--- config.mk ---
export PLATFORM = sky130hd
export DESIGN_NAME = decimal_digit_entry_flat
export DESIGN_NICKNAME = d
export VERILOG_FILES = /design/src/rtl/decimal_digit_entry_if.sv /design/src/rtl/decimal_digit_entry.sv /design/src/flat_wrapper.sv
export SDC_FILE = /design/constraint.sdc
export NUM_CORES = 1
export LEC_CHECK = 0
export ABC_AREA = 1
export CORE_ASPECT_RATIO = 0.9
export CORE_MARGIN = 1
export CORE_UTILIZATION = 35
export DETAILED_ROUTE_END_ITERATION = 16
export REMOVE_ABC_BUFFERS = 1
export SETUP_SLACK_MARGIN = 0.4
export SYNTH_ARGS = -nofsm -noshare
export SYNTH_HDL_FRONTEND = slang
export SYNTH_SLANG_ARGS = --single-unit
export TNS_END_PERCENT = 5
--- constraint.sdc ---
create_clock -name clk -period 2.7 [get_ports clk]
set_clock_uncertainty 0.2 [all_clocks]
set_input_delay 0.405 -clock clk [delete_from_list [all_inputs] [get_ports clk]]
set_output_delay 0.405 -clock clk [all_outputs]
set_load 0.005 [all_outputs]
--- src/rtl/decimal_digit_entry_if.sv ---
// rtl/decimal_digit_entry_if.sv - switch/button inputs and entry result outputs of decimal_digit_entry
interface decimal_digit_entry_if #(
    parameter int VALUE_W = 7
);
    logic [3:0]         digit_sw;
    logic               enter_btn;
    logic               clear_btn;
    logic [VALUE_W-1:0] value;
    logic [1:0]         digit_count;
    logic               value_valid;
    logic               done;
    logic               overflow;
    logic               digit_err;

    modport master (
        output digit_sw, enter_btn, clear_btn,
        input  value, digit_count, value_valid, done, overflow, digit_err
    );

    modport slave (
        input  digit_sw, enter_btn, clear_btn,
        output value, digit_count, value_valid, done, overflow, digit_err
    );
endinterface

--- src/rtl/decimal_digit_entry.sv ---
// rtl/decimal_digit_entry.sv - debounced BCD digit entry into saturating binary value; option macro ENTRY_ERROR_EN
module decimal_digit_entry #(
    parameter int DEBOUNCE_CYCLES = 250000,
    parameter int MAX_DIGITS      = 2,
    parameter int MAX_VALUE       = 99,
    parameter int VALUE_W         = 7
) (
    input  logic                  clk,
    input  logic                  rst,
    decimal_digit_entry_if.slave  bus
);
    localparam int CNT_W = $clog2(DEBOUNCE_CYCLES);
    localparam int SUM_W = VALUE_W + 4;
    localparam logic [CNT_W-1:0]   CNT_LAST  = CNT_W'(DEBOUNCE_CYCLES - 1);
    localparam logic [SUM_W-1:0]   MAX_SUM   = SUM_W'(MAX_VALUE);
    localparam logic [VALUE_W-1:0] MAX_VAL_V = VALUE_W'(MAX_VALUE);
    localparam logic [1:0]         MAX_CNT   = 2'(MAX_DIGITS);

    typedef enum logic [1:0] {IDLE, ENTRY, DONE} state_t;

    logic             enter_s1, enter_s2, clear_s1, clear_s2;
    logic [3:0]       digit_s1, digit_s2;
    logic [CNT_W-1:0] enter_cnt, clear_cnt;
    logic             enter_stable, enter_stable_q, clear_stable, clear_stable_q;
    logic             enter_evt, clear_evt;

    state_t             state, state_nxt;
    logic [VALUE_W-1:0] value_r, value_nxt;
    logic [1:0]         count_r, count_nxt;
    logic               ovf_r, ovf_nxt, done_r, done_nxt, err_r, err_nxt;
    logic [3:0]         digit_eff;
    logic               digit_ok;
    logic [SUM_W-1:0]   value_ext, sum;

    // two-flop synchronizers for the asynchronous switches and buttons
    always_ff @(posedge clk or posedge rst) begin
        if (rst) begin
            enter_s1 <= 1'b0; enter_s2 <= 1'b0;
            clear_s1 <= 1'b0; clear_s2 <= 1'b0;
            digit_s1 <= '0;   digit_s2 <= '0;
        end else begin
            enter_s1 <= bus.enter_btn; enter_s2 <= enter_s1;
            clear_s1 <= bus.clear_btn; clear_s2 <= clear_s1;
            digit_s1 <= bus.digit_sw;  digit_s2 <= digit_s1;
        end
    end

    // enter debouncer: count while synchronized level differs, adopt it after DEBOUNCE_CYCLES
    always_ff @(posedge clk or posedge rst) begin
        if (rst) begin
            enter_cnt      <= '0;
            enter_stable   <= 1'b0;
            enter_stable_q <= 1'b0;
        end else begin
            enter_stable_q <= enter_stable;
            if (enter_s2 == enter_stable) begin
                enter_cnt <= '0;
            end else if (enter_cnt == CNT_LAST) begin
                enter_stable <= enter_s2;
                enter_cnt    <= '0;
            end else begin
                enter_cnt <= enter_cnt + CNT_W'(1);
            end
        end
    end

    // clear debouncer, identical to the enter one
    always_ff @(posedge clk or posedge rst) begin
        if (rst) begin
            clear_cnt      <= '0;
            clear_stable   <= 1'b0;
            clear_stable_q <= 1'b0;
        end else begin
            clear_stable_q <= clear_stable;
            if (clear_s2 == clear_stable) begin
                clear_cnt <= '0;
            end else if (clear_cnt == CNT_LAST) begin
                clear_stable <= clear_s2;
                clear_cnt    <= '0;
            end else begin
                clear_cnt <= clear_cnt + CNT_W'(1);
            end
        end
    end

    assign enter_evt = enter_stable & ~enter_stable_q;
    assign clear_evt = clear_stable & ~clear_stable_q;

`ifdef ENTRY_ERROR_EN
    assign digit_eff = digit_s2;
    assign digit_ok  = (digit_s2 <= 4'd9);
`else
    assign digit_eff = (digit_s2 > 4'd9) ? 4'd9 : digit_s2;
    assign digit_ok  = 1'b1;
`endif

    // value*10 + digit in a widened datapath so the saturation compare sees the true sum
    assign value_ext = {4'b0000, value_r};
    assign sum       = (value_ext << 3) + (value_ext << 1) + SUM_W'(digit_eff);

    // entry state and result registers
    always_ff @(posedge clk or posedge rst) begin
        if (rst) begin
            state   <= IDLE;
            value_r <= '0;
            count_r <= '0;
            ovf_r   <= 1'b0;
            done_r  <= 1'b0;
            err_r   <= 1'b0;
        end else begin
            state   <= state_nxt;
            value_r <= value_nxt;
            count_r <= count_nxt;
            ovf_r   <= ovf_nxt;
            done_r  <= done_nxt;
            err_r   <= err_nxt;
        end
    end

    // next-state: clear has priority, enter accumulates until MAX_DIGITS then is ignored
    always_comb begin
        state_nxt = state;
        value_nxt = value_r;
        count_nxt = count_r;
        ovf_nxt   = ovf_r;
        done_nxt  = 1'b0;
        err_nxt   = 1'b0;
        if (clear_evt) begin
            state_nxt = IDLE;
            value_nxt = '0;
            count_nxt = '0;
            ovf_nxt   = 1'b0;
        end else if (enter_evt && state != DONE) begin
            if (!digit_ok) begin
                err_nxt = 1'b1;
            end else begin
                if (sum > MAX_SUM) begin
                    value_nxt = MAX_VAL_V;
                    ovf_nxt   = 1'b1;
                end else begin
                    value_nxt = sum[VALUE_W-1:0];
                end
                count_nxt = count_r + 2'd1;
                if (count_nxt == MAX_CNT) begin
                    state_nxt = DONE;
                    done_nxt  = 1'b1;
                end else begin
                    state_nxt = ENTRY;
                end
            end
        end
    end

    assign bus.value       = value_r;
    assign bus.digit_count = count_r;
    assign bus.value_valid = (state == DONE);
    assign bus.done        = done_r;
    assign bus.overflow    = ovf_r;
    assign bus.digit_err   = err_r;
endmodule
--- src/flat_wrapper.sv ---
// flat-port wrapper written by rule: the top's interface ports become plain ports
module decimal_digit_entry_flat 
#(
    parameter int DEBOUNCE_CYCLES = 250000,
    parameter int MAX_DIGITS      = 2,
    parameter int MAX_VALUE       = 99,
    parameter int VALUE_W         = 7
)
  (clk, rst, bus_digit_sw, bus_enter_btn, bus_clear_btn, bus_value, bus_digit_count, bus_value_valid, bus_done, bus_overflow, bus_digit_err);
  decimal_digit_entry_if #(.VALUE_W(VALUE_W)) bus_i ();
  input  logic clk;
  input  logic rst;
  input wire logic [$bits(bus_i.digit_sw)-1:0] bus_digit_sw;
  input wire logic [$bits(bus_i.enter_btn)-1:0] bus_enter_btn;
  input wire logic [$bits(bus_i.clear_btn)-1:0] bus_clear_btn;
  output wire logic [$bits(bus_i.value)-1:0] bus_value;
  output wire logic [$bits(bus_i.digit_count)-1:0] bus_digit_count;
  output wire logic [$bits(bus_i.value_valid)-1:0] bus_value_valid;
  output wire logic [$bits(bus_i.done)-1:0] bus_done;
  output wire logic [$bits(bus_i.overflow)-1:0] bus_overflow;
  output wire logic [$bits(bus_i.digit_err)-1:0] bus_digit_err;
  assign bus_i.digit_sw = bus_digit_sw;
  assign bus_i.enter_btn = bus_enter_btn;
  assign bus_i.clear_btn = bus_clear_btn;
  assign bus_value = bus_i.value;
  assign bus_digit_count = bus_i.digit_count;
  assign bus_value_valid = bus_i.value_valid;
  assign bus_done = bus_i.done;
  assign bus_overflow = bus_i.overflow;
  assign bus_digit_err = bus_i.digit_err;
  decimal_digit_entry #(.DEBOUNCE_CYCLES(DEBOUNCE_CYCLES), .MAX_DIGITS(MAX_DIGITS), .MAX_VALUE(MAX_VALUE), .VALUE_W(VALUE_W)) u_core (.clk(clk), .rst(rst), .bus(bus_i));
endmodule
==> summary.txt <==
RUN STATUS
----------------------------------------------------------------------------------------
Outcome                                                                     finished clean

SYNTH
----------------------------------------------------------------------------------------
XOR/XNOR Fraction of Synth Area                                                    4.12%
Cell types with the largest area share after synthesis                      dfrtp_1, nand2_1, inv_1
Mapped Avg Cell Area                                                          8.24 sq um
Post-Synth Adder-Cell Area                                                         6.66%
Number of synthesized register bits                                                   65
Unique masters post-synth                                                             30
Fraction of registers with async set or reset after synthesis                       100%
Mux cell area share after synthesis                                                   0%
Dominant combinational cell family by area after synthesis                  simple AND/OR/NAND/NOR gates
Compound-gate portion of the synthesized area                                      3.67%
Post-synth EDFFs                                                                       0
Most area-hungry cell type in the Yosys netlist                                  dfrtp_1
Cell area after technology mapping                                            3610 sq um
Commonest register cell after synthesis                                          dfrtp_1
Register area share after synthesis                                                45.1%
Synth Instances                                                                      438
Post-synthesis share of cell area spent on and, or, nand and nor gates             33.3%
Number of warnings issued by yosys                                                     0
Top cell type's share of synthesized area                                          45.1%

GLOBAL ROUTING
----------------------------------------------------------------------------------------
Routing usage on met3                                                              4.61%
Layer with the highest usage after global routing                                   met2
Pin count of the biggest net entering global routing                                  31
Total congestion overflow                                                              0
Via count of the first global-routing pass                                          2649
Met2 usage                                                                         21.8%
Tot GR Track Use                                                                   15.2%
Global-route wire length before repair                                          12400 um
Global routing met1 resource utilization                                           21.2%
Antenna violations before repair                                                       0

STA
----------------------------------------------------------------------------------------
Number of hold violations in the final report                                          0
Setup TNS                                                                           0 ns
Crit path time final                                                             2.50 ns
Number of max-slew violations in the final report                                      0
Setup slack of the critical path after layout                                   0.198 ns
FMAX                                                                           0.400 GHz
Final worst-path cycle share                                                       92.7%
Unrepaired setup endpoints after global routing                                      yes
Final setup violation count                                                            0

CELLS AND AREA
----------------------------------------------------------------------------------------
Total number of nets in the final design                                             500
Layout overhead on the synthesized area                                            20.6%
Non-filler instance count after layout                                               605
Diode insertion count for antenna repair                                               0
Design Area, Final                                                            4350 sq um
Most frequent standard cell in the layout excluding fill and tap cells           nand2_1
Share of cells above drive strength 1                                              14.2%
Filler Cell Count                                                                    941
Most frequent cells in the layout                                           nand2_1, dfrtp_1, inv_1, nor2_1, clkdlybuf4s50_1
Area taken by multi-input logic gates                                         1760 sq um
Sequential cell area                                                          1630 sq um

CLOCKING
----------------------------------------------------------------------------------------
Post-CTS setup buffers                                                                 0
Worst-path clk slew                                                              0.06 ns
Clock latency at the later pin of the worst-skew pair                            0.34 ns
Total clock sinks                                                                     65
Deepest level of the CTS H-tree                                                        3
Clk root buf                                                                   clkbuf_16
Maximum count of clock buffers along a single path                                     2
CTS Buf Count                                                                          9
TritonCTS clock tree                                                                 yes
Cts hold-fix bufs                                                                      0

WORST SETUP PATH
----------------------------------------------------------------------------------------
Critical path startpoint category                                              flip-flop
Endpoint class of the critical path                                            flip-flop
Max Fanout on Critical Path                                                            5
Type of the setup path with the least slack                                 flip-flop to flip-flop
CP Data Arrival Time                                                             2.53 ns
Endpoint required time on the critical path                                      2.73 ns

PLACE
----------------------------------------------------------------------------------------
Setup WS pre-CTS                                                               0.0373 ns
Area post-placement                                                           4020 sq um
DP Wirelength                                                                    5330 um
Weighted congestion at the end of routability-driven global placement              0.802
Quantity of I/O buffers inserted on ports                                             19
Placed instance count                                                                589

DETAILED ROUTING
----------------------------------------------------------------------------------------
Vias per std cell                                                                   4.66
DRC violation total after the first TritonRoute iteration                            115
Number of search-and-repair iterations in the first detailed-routing pass              4
Routed WL                                                                        7170 um
Via count                                                                           2818
Residual antenna-violating net count after detailed routing                            0
Post-detailed-route wirelength per cell                                          11.9 um
Remaining design rule violation count                                                  0

DIE
----------------------------------------------------------------------------------------
Placeable core region                                                         9830 sq um
Die area                                                                     10700 sq um
I/O pin cnt                                                                           21
Std-Cell Rows                                                                         34
Starting Density                                                                   36.7%
Y dimension of the die                                                           98.3 um
Floorplan die width                                                               109 um

RUN
----------------------------------------------------------------------------------------
Maximum Capacitance Violations                                                         0

PWR
----------------------------------------------------------------------------------------
Worst vdd ir                                                                  0.000464 V
P_leak                                                                           2.00 nW
Pwr per Cell Area                                                            520 nW/um^2

MIN PATH
----------------------------------------------------------------------------------------
Tightest Hold Check Type                                                    flip-flop to flip-flop

worst paths after layout:
kind / end / start / slack, ns / cells past startpoint
max: u_core.bus.value[6] / u_core.digit_s2[3] / 0.20 / 14
max reg2reg: u_core.bus.value[6] / u_core.digit_s2[3] / 0.20 / 14
min: u_core.enter_s2 / u_core.enter_s1 / 0.15 / 0
min reg2reg: u_core.enter_s2 / u_core.enter_s1 / 0.15 / 0
min in group asynchronous: u_core.enter_cnt[13] / rst / 0.20 / 2
max in group asynchronous: u_core.state[1] / rst / 1.52 / 3
where the power goes:
group	internal (mW)	switching, mW	total (mW)
Combinational	0.0251	0.0440	0.0691
Sequential	0.991	0.0111	1.00
Clock	0.730	0.463	1.19
Total	1.75	0.518	2.26
what timing repair did:
item | 4_1_cts | 5_1_grt
setup endpoints to repair | 8 | 8
resized for setup | 5 | 8
pin swaps | 1 | 4
endpoints found under the hold margin | 0 | 0
cells by family (layout without fill, tap and decap cells):
logic type | count (synthesis) | in the layout
AO/OA/AOI/OAI | 24 | 24
XOR/XNOR | 17 | 17
buffers and inverters | 67 | 108
flip-flops | 65 | 65
AND/OR/NAND/NOR | 246 | 246
other | 1 | 1
adder cells (fa/ha/maj) | 18 | 18
worst max-delay path, stage by stage, from the launching register on:
cell and delay [ns]:
dfrtp_1 0.41, inv_2 0.05, fa_1 0.49, inv_2 0.05, fa_2 0.35, nand3_2 0.10
nand3_2 0.10, nand2_2 0.10, nand2_2 0.05, nand3_1 0.06, nand2_1 0.06, nor2_2 0.12
nand2_1 0.07, nand2_2 0.10, nand2_1 0.07
sequential cells by signal, summed over array words and instances (netlist names):
register / flops
u_core.bus.digit_count: 2
u_core.bus.done: 1
u_core.bus.overflow: 1
u_core.bus.value: 7
u_core.clear_cnt: 18
u_core.clear_s1: 1
u_core.clear_s2: 1
u_core.clear_stable: 1
u_core.clear_stable_q: 1
u_core.digit_s1: 4
u_core.digit_s2: 4
u_core.enter_cnt: 18
u_core.enter_s1: 1
u_core.enter_s2: 1
u_core.enter_stable: 1
u_core.enter_stable_q: 1
u_core.state: 2
metal layers:
layer	vias up	part of all wire, %
met5	-	0
met2	31	46
li1	1479	-
met4	0	0.88
met1	1301	50
met3	7	3.2
cells in the mapped netlist, drive strengths merged, types with 4 or more instances:
master / number
dfrtp: 65
nor4: 6
a21oi: 15
nor3b: 6
or2: 4
ha: 16
xor2: 14
nand4: 13
inv: 64
nand3: 22
nor2: 68
nor3: 21
nand2: 104
layout make-up:
| type | instances | area share (%) |
|---|---|---|
| clock inverter | 7 | 1.90 |
| multi-input combinational | 306 | 40.4 |
| tap | 126 | 3.62 |
| sequential | 65 | 37.4 |
| timing repair buffer | 26 | 5.86 |
| clock buffer | 9 | 5.17 |
| inverter | 66 | 5.69 |
per-stage QoR:
stage | util [%] | total power, mW | hold slack [ns]
finish | 44.3 | 2.26 | 0.147
global route | 44.3 | 2.36 | 0.160
CTS | 44.2 | 2.30 | 0.149
detailed placement | 40.9 | 1.09 | 0.136
global placement | 40.9 | 1.09 | 0.132
floorplan | - | 1.06 | 0.131
Power figures use the tool's default switching activity.
